`src/rtl/player_pkg.sv`:
```
// Shared types and constants for the grid-player controller.
//   player_state_t : life state reported on the state output
//   STATE_W        : width of the state output
//   NUMBOMB_W      : width of the bomb inventory output
//   MAXBOMB_CEIL   : largest inventory capacity the output width can hold
package player_pkg;

  localparam int unsigned STATE_W      = 2;
  localparam int unsigned NUMBOMB_W    = 4;
  localparam int unsigned MAXBOMB_CEIL = 15;

  typedef enum logic [STATE_W-1:0] {
    ALIVE  = 2'd0,
    DEAD   = 2'd1,
    INVULN = 2'd2
  } player_state_t;

endpackage

```
`src/rtl/player_if.sv`:
```
// Player bus: keyboard levels and map feedback in, position/bomb/state out.
//   slave  : the player controller (consumes controls, drives outputs)
//   master : the environment (keyboard decoder and map/bomb engine)
// Signals: up/down/left/right/attack levels, walkAble mask (bit HTILES*v+h),
// bombHere, hit; curh/curv, placeBomb pulse, bombh/bombv, numBomb, state.
interface player_if
  import player_pkg::*;
#(
  parameter int unsigned HTILES = 10,
  parameter int unsigned VTILES = 6
) ();

  localparam int unsigned HW = $clog2(HTILES);
  localparam int unsigned VW = $clog2(VTILES);

  logic                     up;
  logic                     down;
  logic                     left;
  logic                     right;
  logic                     attack;
  logic [HTILES*VTILES-1:0] walkAble;
  logic                     bombHere;
  logic                     hit;

  logic [HW-1:0]            curh;
  logic [VW-1:0]            curv;
  logic                     placeBomb;
  logic [HW-1:0]            bombh;
  logic [VW-1:0]            bombv;
  logic [NUMBOMB_W-1:0]     numBomb;
  logic [STATE_W-1:0]       state;

  modport slave (
    input  up, down, left, right, attack, walkAble, bombHere, hit,
    output curh, curv, placeBomb, bombh, bombv, numBomb, state
  );

  modport master (
    output up, down, left, right, attack, walkAble, bombHere, hit,
    input  curh, curv, placeBomb, bombh, bombv, numBomb, state
  );

endinterface

```
`src/rtl/player_ctrl_cd_counter.sv`:
```
// Saturating cooldown counter: counts 0..LIMIT-1 while enabled, then holds.
// Ports: clk, rst (sync, active-high), clr (return to 0, wins over en),
// en (advance), done (counter sits at LIMIT-1).
module cd_counter #(
  parameter int unsigned LIMIT = 4
) (
  input  logic clk,
  input  logic rst,
  input  logic clr,
  input  logic en,
  output logic done
);

  localparam int unsigned W   = (LIMIT > 1) ? $clog2(LIMIT) : 1;
  localparam logic [W-1:0] TOP = W'(LIMIT - 1);

  logic [W-1:0] cnt;

  // Count register; saturation is what lets the owner hold "ready" indefinitely.
  always_ff @(posedge clk) begin
    if (rst || clr) begin
      cnt <= '0;
    end else if (en && !done) begin
      cnt <= cnt + W'(1);
    end
  end

  assign done = (cnt == TOP);

endmodule

```
`src/rtl/player_ctrl.sv`:
```
// Grid-player controller: tile position with walkability-gated steps, bomb
// placement with a refilling inventory, and an alive/dead life state.
// Ports: clk, rst (sync, active-high), bus (player_if.slave).
// Optional feature macro PLAYER_RESPAWN_EN: DEAD times out into a respawn at
// the start tile followed by a hit-immune INVULN period. Without it DEAD is
// terminal until rst.
module player_ctrl
  import player_pkg::*;
#(
  parameter int unsigned HTILES     = 10,
  parameter int unsigned VTILES     = 6,
  parameter int unsigned MAXBOMB    = 10,
  parameter int unsigned START_H    = 0,
  parameter int unsigned START_V    = 0,
  parameter int unsigned MOVE_CD    = 2**24,
  parameter int unsigned PLACE_CD   = 2**22,
  parameter int unsigned REFILL_CD  = 2**26,
  parameter int unsigned RESPAWN_CD = 2**27,
  parameter int unsigned INVULN_CD  = 2**26
) (
  input logic     clk,
  input logic     rst,
  player_if.slave bus
);

  localparam int unsigned HW = $clog2(HTILES);
  localparam int unsigned VW = $clog2(VTILES);
  localparam int unsigned NT = HTILES * VTILES;
  localparam int unsigned IW = (NT > 1) ? $clog2(NT) : 1;

  localparam logic [NUMBOMB_W-1:0] FULL = NUMBOMB_W'(MAXBOMB);

  // An illegal parameter set leaves the player inert rather than misbehaving.
  localparam bit CFG_OK = (HTILES >= 2) && (VTILES >= 2) &&
                          (MAXBOMB >= 1) && (MAXBOMB <= MAXBOMB_CEIL) &&
                          (START_H < HTILES) && (START_V < VTILES) &&
                          (MOVE_CD >= 1) && (PLACE_CD >= 1) &&
                          (REFILL_CD >= 1) && (RESPAWN_CD >= 1) &&
                          (INVULN_CD >= 1);

  player_state_t        state_q, state_d;
  logic [HW-1:0]        curh_q, curh_d;
  logic [VW-1:0]        curv_q, curv_d;
  logic [NUMBOMB_W-1:0] numbomb_q, numbomb_d;
  logic                 placebomb_q, placebomb_d;
  logic [HW-1:0]        bombh_q, bombh_d;
  logic [VW-1:0]        bombv_q, bombv_d;

  logic move_done, place_done, refill_done;
  logic respawn_done, invuln_done;
  logic act, move_fire, place_fire, refill_en, refill_fire, respawn;
  logic dir_req, in_bounds, walk_ok;
  int   th, tv;
  logic [IW-1:0] tile_idx;

  // Cooldown timers for stepping, placing and refilling.
  cd_counter #(.LIMIT(MOVE_CD)) u_move_cd (
    .clk  (clk),
    .rst  (rst),
    .clr  (move_fire || respawn),
    .en   (1'b1),
    .done (move_done)
  );

  cd_counter #(.LIMIT(PLACE_CD)) u_place_cd (
    .clk  (clk),
    .rst  (rst),
    .clr  (place_fire || respawn),
    .en   (1'b1),
    .done (place_done)
  );

  cd_counter #(.LIMIT(REFILL_CD)) u_refill_cd (
    .clk  (clk),
    .rst  (rst),
    .clr  (refill_fire || !refill_en || respawn),
    .en   (refill_en),
    .done (refill_done)
  );

`ifdef PLAYER_RESPAWN_EN
  // Life-state timers; each restarts from 0 on entry to its state.
  cd_counter #(.LIMIT(RESPAWN_CD)) u_respawn_cd (
    .clk  (clk),
    .rst  (rst),
    .clr  (state_q != DEAD),
    .en   (state_q == DEAD),
    .done (respawn_done)
  );

  cd_counter #(.LIMIT(INVULN_CD)) u_invuln_cd (
    .clk  (clk),
    .rst  (rst),
    .clr  (state_q != INVULN),
    .en   (state_q == INVULN),
    .done (invuln_done)
  );
`else
  assign respawn_done = 1'b0;
  assign invuln_done  = 1'b0;
`endif

  assign respawn = (state_q == DEAD) && respawn_done;

  // Actions are allowed when not dead, except in the cycle a hit kills us.
  assign act = CFG_OK &&
               (((state_q == ALIVE) && !bus.hit) || (state_q == INVULN));

  // Target tile of the highest-priority pressed direction (signed, may be off-map).
  always_comb begin : target_sel
    th      = int'(curh_q);
    tv      = int'(curv_q);
    dir_req = 1'b0;
    if (bus.up) begin
      dir_req = 1'b1;
      tv      = int'(curv_q) - 1;
    end else if (bus.down) begin
      dir_req = 1'b1;
      tv      = int'(curv_q) + 1;
    end else if (bus.left) begin
      dir_req = 1'b1;
      th      = int'(curh_q) - 1;
    end else if (bus.right) begin
      dir_req = 1'b1;
      th      = int'(curh_q) + 1;
    end
  end

  assign in_bounds = (th >= 0) && (th < int'(HTILES)) &&
                     (tv >= 0) && (tv < int'(VTILES));
  assign tile_idx  = IW'(int'(HTILES) * tv + th);
  assign walk_ok   = in_bounds && bus.walkAble[tile_idx];

  assign move_fire   = act && move_done && dir_req && walk_ok;
  assign place_fire  = act && place_done && bus.attack &&
                       (numbomb_q != '0) && !bus.bombHere;
  assign refill_en   = (numbomb_q < FULL) && (state_q != DEAD);
  assign refill_fire = act && refill_en && refill_done;

  // Next-state and next-output logic.
  always_comb begin : next_state
    state_d     = state_q;
    curh_d      = curh_q;
    curv_d      = curv_q;
    numbomb_d   = numbomb_q;
    placebomb_d = 1'b0;
    bombh_d     = bombh_q;
    bombv_d     = bombv_q;

    unique case (state_q)
      ALIVE:   if (bus.hit)     state_d = DEAD;
      DEAD:    if (respawn)     state_d = INVULN;
      INVULN:  if (invuln_done) state_d = ALIVE;
      default:                  state_d = ALIVE;
    endcase

    if (move_fire) begin
      curh_d = HW'(th);
      curv_d = VW'(tv);
    end

    // Bomb lands on the tile held before any same-cycle step.
    if (place_fire) begin
      placebomb_d = 1'b1;
      bombh_d     = curh_q;
      bombv_d     = curv_q;
    end

    // A drop and a refill in the same cycle cancel out.
    if (place_fire && !refill_fire) begin
      numbomb_d = numbomb_q - NUMBOMB_W'(1);
    end else if (refill_fire && !place_fire) begin
      numbomb_d = numbomb_q + NUMBOMB_W'(1);
    end

    if (respawn) begin
      curh_d    = HW'(START_H);
      curv_d    = VW'(START_V);
      numbomb_d = FULL;
    end
  end

  // State and output registers.
  always_ff @(posedge clk) begin : state_reg
    if (rst) begin
      state_q     <= ALIVE;
      curh_q      <= HW'(START_H);
      curv_q      <= VW'(START_V);
      numbomb_q   <= FULL;
      placebomb_q <= 1'b0;
      bombh_q     <= '0;
      bombv_q     <= '0;
    end else begin
      state_q     <= state_d;
      curh_q      <= curh_d;
      curv_q      <= curv_d;
      numbomb_q   <= numbomb_d;
      placebomb_q <= placebomb_d;
      bombh_q     <= bombh_d;
      bombv_q     <= bombv_d;
    end
  end

  assign bus.curh      = curh_q;
  assign bus.curv      = curv_q;
  assign bus.placeBomb = placebomb_q;
  assign bus.bombh     = bombh_q;
  assign bus.bombv     = bombv_q;
  assign bus.numBomb   = numbomb_q;
  assign bus.state     = STATE_W'(state_q);

endmodule

```
`src/flat_wrapper.sv`:
```
// flat-port wrapper written by rule: the top's interface ports become plain ports
module player_ctrl_flat import player_pkg::*;
#(
  parameter int unsigned HTILES     = 10,
  parameter int unsigned VTILES     = 6,
  parameter int unsigned MAXBOMB    = 10,
  parameter int unsigned START_H    = 0,
  parameter int unsigned START_V    = 0,
  parameter int unsigned MOVE_CD    = 2**24,
  parameter int unsigned PLACE_CD   = 2**22,
  parameter int unsigned REFILL_CD  = 2**26,
  parameter int unsigned RESPAWN_CD = 2**27,
  parameter int unsigned INVULN_CD  = 2**26
)
  (clk, rst, bus_up, bus_down, bus_left, bus_right, bus_attack, bus_walkAble, bus_bombHere, bus_hit, bus_curh, bus_curv, bus_placeBomb, bus_bombh, bus_bombv, bus_numBomb, bus_state);
  player_if #(.HTILES(HTILES), .VTILES(VTILES)) bus_i ();
  input logic clk;
  input logic rst;
  input wire logic [$bits(bus_i.up)-1:0] bus_up;
  input wire logic [$bits(bus_i.down)-1:0] bus_down;
  input wire logic [$bits(bus_i.left)-1:0] bus_left;
  input wire logic [$bits(bus_i.right)-1:0] bus_right;
  input wire logic [$bits(bus_i.attack)-1:0] bus_attack;
  input wire logic [$bits(bus_i.walkAble)-1:0] bus_walkAble;
  input wire logic [$bits(bus_i.bombHere)-1:0] bus_bombHere;
  input wire logic [$bits(bus_i.hit)-1:0] bus_hit;
  output wire logic [$bits(bus_i.curh)-1:0] bus_curh;
  output wire logic [$bits(bus_i.curv)-1:0] bus_curv;
  output wire logic [$bits(bus_i.placeBomb)-1:0] bus_placeBomb;
  output wire logic [$bits(bus_i.bombh)-1:0] bus_bombh;
  output wire logic [$bits(bus_i.bombv)-1:0] bus_bombv;
  output wire logic [$bits(bus_i.numBomb)-1:0] bus_numBomb;
  output wire logic [$bits(bus_i.state)-1:0] bus_state;
  assign bus_i.up = bus_up;
  assign bus_i.down = bus_down;
  assign bus_i.left = bus_left;
  assign bus_i.right = bus_right;
  assign bus_i.attack = bus_attack;
  assign bus_i.walkAble = bus_walkAble;
  assign bus_i.bombHere = bus_bombHere;
  assign bus_i.hit = bus_hit;
  assign bus_curh = bus_i.curh;
  assign bus_curv = bus_i.curv;
  assign bus_placeBomb = bus_i.placeBomb;
  assign bus_bombh = bus_i.bombh;
  assign bus_bombv = bus_i.bombv;
  assign bus_numBomb = bus_i.numBomb;
  assign bus_state = bus_i.state;
  player_ctrl #(.HTILES(HTILES), .VTILES(VTILES), .MAXBOMB(MAXBOMB), .START_H(START_H), .START_V(START_V), .MOVE_CD(MOVE_CD), .PLACE_CD(PLACE_CD), .REFILL_CD(REFILL_CD), .RESPAWN_CD(RESPAWN_CD), .INVULN_CD(INVULN_CD)) u_core (.clk(clk), .rst(rst), .bus(bus_i));
endmodule
```
`config.mk`:
```
export PLATFORM = sky130hd
export DESIGN_NAME = player_ctrl_flat
export DESIGN_NICKNAME = d
export VERILOG_FILES = /design/src/rtl/player_pkg.sv /design/src/rtl/player_if.sv /design/src/rtl/player_ctrl_cd_counter.sv /design/src/rtl/player_ctrl.sv /design/src/flat_wrapper.sv
export SDC_FILE = /design/constraint.sdc
export NUM_CORES = 1
export LEC_CHECK = 0
export BUFFER_PORTS_ARGS = -buffer_cell sky130_fd_sc_hd__buf_2
export CAP_MARGIN = 20
export CORE_UTILIZATION = 42
export CTS_CLUSTER_SIZE = 8
export DETAILED_ROUTE_END_ITERATION = 8
export GPL_TIMING_DRIVEN = 1
export PLACE_DENSITY_LB_ADDON = 0.08
export SLEW_MARGIN = 10
export SYNTH_ARGS = -nofsm -noshare
export SYNTH_HDL_FRONTEND = slang
export SYNTH_HIERARCHICAL = 1
export SYNTH_SLANG_ARGS = --single-unit
```
`constraint.sdc`:
```
create_clock -name clk -period 9.9 [get_ports clk]
set_clock_uncertainty 0.1 [all_clocks]
set_input_delay 0.495 -clock clk [delete_from_list [all_inputs] [get_ports clk]]
set_output_delay 0.495 -clock clk [all_outputs]
set_load 0.01 [all_outputs]
```
Word-level counts from Yosys, hierarchy flattened
Cells that the tools add are included.
{"block": "totals", "reg_bits": 93, "in_bits": 69, "output_inout_bits": 21, "word_cells": 86}
{"block": "classes", "add_sub_neg": 10, "mul": 1, "magnitude_cmp": 6, "eq_ne": 7, "n_mux": 17, "n_bitwise": 1, "n_reduce_logical": 34}
{"operator": "$mux W32", "count": 6}
{"operator": "$ge A32 B1 Y1 const B", "count": 2}
{"operator": "$lt A32 B4 Y1 const B", "count": 1}
{"operator": "$lt A32 B5 Y1 const B", "count": 1}
{"operator": "$mul A4 B32 Y5 const A", "count": 1}
{"operator": "$add A26 B1 Y26 const B", "count": 1}
{"operator": "$eq A26 B26 Y1 const B", "count": 1}
{"operator": "$add A24 B1 Y24 const B", "count": 1}
{"operator": "$eq A24 B24 Y1 const B", "count": 1}
{"operator": "$add A22 B1 Y22 const B", "count": 1}
{"operator": "$eq A22 B22 Y1 const B", "count": 1}
{"operator": "$logic_and A1 B1 Y1", "count": 18}
{"operator": "$mux W4", "count": 2}
{"operator": "$lt A6 B7 Y1 const B", "count": 1}
{"operator": "$add A6 B6 Y6", "count": 1}
{"operator": "$bmux W1 S6", "count": 1}
{"operator": "$logic_not A1 Y1", "count": 6}
{"operator": "$mux W1", "count": 6}
{"operator": "$add A4 B1 Y5 const B", "count": 1}
{"operator": "$logic_or A1 B1 Y1", "count": 5}
{"operator": "$sub A4 B1 Y5 const B", "count": 1}
{"operator": "$add A3 B1 Y4 const B", "count": 1}
{"operator": "$add A4 B1 Y4 const B", "count": 1}
{"operator": "$lt A4 B4 Y1 const B", "count": 1}
{"operator": "other kinds (14)", "count": 14}

Longest topological paths before layout
{"block": "logic_depth", "word_depth": 12, "depth_mapped": 22, "ltp_nobuf": 17}

Hierarchy
Netlist, hierarchy kept.
{"module": "player_ctrl", "instances": 1, "cells_each": 377, "area_each_um2": 2740.1, "seq_area_each_um2": 400.4}
{"module": "cd_counter at u_core.u_refill_cd", "instances": 1, "cells_each": 164, "area_each_um2": 1346.3, "seq_area_each_um2": 520.5}
{"module": "cd_counter at u_core.u_move_cd", "instances": 1, "cells_each": 145, "area_each_um2": 1241.2, "seq_area_each_um2": 480.5}
{"module": "cd_counter at u_core.u_place_cd", "instances": 1, "cells_each": 126, "area_each_um2": 1078.5, "seq_area_each_um2": 440.4}

Least setup slack after synthesis
Ideal clock, no wire load.
{"block": "synth_timing", "path_kind": "register to register", "from": "register u_core.curh_q[0] (netlist: u_core/bus.curh[0])", "to": "register u_core.u_move_cd.cnt[18]", "setup_ns": 0.059, "arrival_time_ns": 5.269, "required_ns": 9.741, "setup_slack_ns": 4.471, "stages_incl_launch_ff": 23, "n_path_buf": 7, "period_less_slack_ns": 5.429, "cell_sequence": "dfxtp_1 > buf_6 > inv_1 > clkbuf_1 > clkbuf_1 > ha_1 > mux2i_1 > o21ai_0 > ha_1 > fa_1 > clkbuf_1 > clkbuf_1 > mux2i_1 > nor2_1 > mux2_2 > nor4_1 > or4b_1 > buf_2 > nand2_1 > or2_2 > buf_2 > or4_1 > nand2_1"}
{"element": "from (decl)", "line": "player_ctrl.sv:42", "rtl": "logic [HW-1:0] curh_q, curh_d;"}
{"element": "from (signal assigned)", "line": "player_ctrl.sv:187", "rtl": "curh_q <= HW'(START_H);"}
{"element": "from (signal assigned)", "line": "player_ctrl.sv:195", "rtl": "curh_q <= curh_d;"}
{"element": "to (signal assigned)", "line": "player_ctrl_cd_counter.sv:24", "rtl": "cnt <= cnt + W'(1);"}
{"element": "to (decl)", "line": "player_ctrl_cd_counter.sv:17", "rtl": "logic [W-1:0] cnt;"}

==> results.ini <==
[sta]
fmax_mhz = 172
setup_tns_ns = 0
hold_viol = 0
finalCritPeriodShare_pct = 58.6
grt_setup_unrepaired = no
period_needed_ns = 5.80
finalSetupViolations = 0
slew_headroom_pct = 31.5
worst_pin_slew_ns = 1.02
drv_slew = 0

[cells_and_area]
largest_registers = u_core/u_refill_cd/cnt: 26 flops, u_core/u_move_cd/cnt: 24 flops, u_core/u_place_cd/cnt: 22 flops
regMostFlops = u_core/u_refill_cd/cnt
largest_reg_flops = 26
final_util_pct = 48.9
most-common-layout-cells = nor2_1, dfxtp_1, buf_2
area_delta_synth_final_pct = 12.1
final_nets = 959
n_antenna_cell = 0
drive_above_1_share_pct = 17.0

[floorplan]
die_h_um = 126
die_area_um2 = 15800
io_pins = 90
dieWidth_um = 126
core_um2 = 14700
rows = 44
start_util_pct = 43.6

[clock_tree]
cts_resized = 0
clkTransAtPathRegs_ns = 0.06
clk_latency_ns = 0.34
h-tree-depth = 3
hold_buffers = 0
numCtsBuffers = 9
post_cts_buffers = 0
cts_tree = built
cts.sinks = 92
root_buffer = clkbuf_16
clockBufferDepth = 2

[synthesis]
synth_compound_area_share_pct = 18.0
ys_seq_elements = 92
synth_xor_area_share_pct = 6.84
netlist_area_um2 = 6410
synth_simple_gate_area_share_pct = 32.6
synth_edf_count = 0
synthCells = 812
ys_warn_count = 6
synth_area_per_cell_um2 = 7.89
synth_cell_types = 86
async_flop_share_pct = 0
ys_seq_area_share_pct = 28.7
synth-main-ff-cell = dfxtp_1
synth-adder-area-share_pct = 3.95
synthMuxAreaShare_pct = 5.45
synth_top_family_by_area = simple AND/OR/NAND/NOR gates

[worst_setup_path]
worstRegToRegCells = 16
cp.required_ns = 10.09
cp_data_arrival_time_ns = 5.99
r2r-end = u_core/u_move_cd/cnt[13]$_SDFFE_PP0P_
r2r_slack_ns = 4.10
r2r_start = u_core/bus.curh[0]$_SDFFE_PP0P_
cp-start-kind = flip-flop
crit_path_end_kind = flip-flop
path_max_fanout = 24
critical_path_class = flip-flop to flip-flop

[hold_path]
min_from = u_core/bus.bombv[0]$_SDFFE_PP0P_
min_path_type = flip-flop to flip-flop
hold_path_end = u_core/bus.bombv[0]$_SDFFE_PP0P_
hold_depth = 2

[power]
p_per_area_nw_per_um2 = 116
p_leak_nw = 2.66
ir_worst_vdd_uv = 84.2

[grt]
grt_pass1_wl_um = 28300
grt_usage_pct = 22.0
grt_max_degree = 38
grt_pass1_vias = 5706
overflow = 0
antenna_found_initial = 0

[drt]
wl_um = 17400
wire_per_inst_um = 16.4
post-route-drc-count = 0
ant_nets = 0
vias = 6302
avgViaCountPerCell = 5.97
drt_iter0_drc = 371
dr.pass1.iters = 5

[run_status]
status = completed

[place]
hpwl_um = 12900
port_buffers = 88
gp_congestion = 0.905

[job]
maxCapViolCount = 0

==> cells by family (layout without fill, tap and decap cells) <==
kind of cell    Yosys count  after routing
buf+inv                  65            124
flops                    92             92
fa+ha+maj                19             19
other cells               2              3
mux                      31             31
simple gates            385            385
xor+xnor                 50             50
compound gates          168            168
==> metal layers <==
metal,share of wire (%),vias up,track usage [%]
met5,0,-,0
met2,48,137,36.7
met1,47,3016,28.9
met4,1.6,0,6.74
li1,-,3124,-
met3,3.5,25,3.47
==> cell type report <==
| cell class | count | area, µm² |
|---|---|---|
| clock buffer | 9 | 225 |
| clock inverter | 3 | 42.5 |
| fill | 1446 | 7510 |
| inverter | 20 | 75.1 |
| multi-input combinational | 656 | 4300 |
| sequential | 92 | 1840 |
| tap | 184 | 230 |
| timing repair buffer | 92 | 470 |
==> through the flow <==
step / instance area (µm²) / total power [mW] / setup WS (ns) / hold slack [ns] / cells
after floorplan: 6410 / 0.467 / 4.47 / 0.347 / 813
after global placement: 6920 / 0.504 / 4.19 / 0.346 / 1044
after detailed placement: 6920 / 0.505 / 4.09 / 0.349 / 1044
after CTS: 7180 / 0.839 / 4.17 / 0.357 / 1056
after global routing: 7180 / 0.863 / 3.70 / 0.379 / 1056
final: 7180 / 0.830 / 4.10 / 0.355 / 1056
==> worst max-delay path: stages (launching register included) <==
cell and delay, ns:
dfxtp_1 0.31, inv_1 0.53, ha_1 0.36, mux2i_1 0.21, o21ai_0 0.17, ha_1 0.27
fa_1 1.06, nor3_1 0.17, a22oi_1 0.24, mux2i_1 0.11, nor4_1 0.45, a211oi_2 0.12
or4b_1 0.33, nand2_1 0.16, or2_2 0.50, or4_1 0.56, nand2_1 0.08
==> report_power, final <==
group,switching (mW),internal (mW),total (mW)
logic,0.0738,0.0511,0.125
clock network,0.141,0.190,0.331
registers,0.00217,0.372,0.374
total,0.217,0.613,0.830
==> cell usage after synthesis, types with 10 or more instances <==
master    number  area [µm²]
dfxtp_1       92        1840
nor2_1        92         345
nand2_1       77         289
a21oi_1       50         250
nand4_1       41         257
xnor2_1       35         307
nand3_1       32         160
o21ai_0       28         140
clkbuf_1      24        90.1
inv_1         19        71.3
mux2i_1       18         180
nor3_1        18        90.1
ha_1          17         213
xor2_1        15         131
nor4_1        14        87.6
and3_1        13        81.3
buf_2         13        65.1
or3_1         12        75.1
and4_1        11        96.3
o211ai_1      11        82.6
a31oi_1       10        62.6
nor2b_1       10        62.6
==> how the worst max path moves through the flow <==
stage                                     from                               endpoint
6_report       u_core/bus.curh[0]$_SDFFE_PP0P_  u_core/u_move_cd/cnt[13]$_SDFFE_PP0P_
5_1_grt        u_core/bus.curh[0]$_SDFFE_PP0P_  u_core/u_move_cd/cnt[18]$_SDFFE_PP0P_
4_1_cts        u_core/bus.curh[0]$_SDFFE_PP0P_  u_core/u_move_cd/cnt[13]$_SDFFE_PP0P_
3_5_place_dp                            bus_up  u_core/u_move_cd/cnt[13]$_SDFFE_PP0P_
3_3_place_gp                            bus_up  u_core/u_move_cd/cnt[18]$_SDFFE_PP0P_
2_1_floorplan  u_core/bus.curh[0]$_SDFFE_PP0P_  u_core/u_move_cd/cnt[18]$_SDFFE_PP0P_
Note: power is estimated with default switching activity, not from simulation.
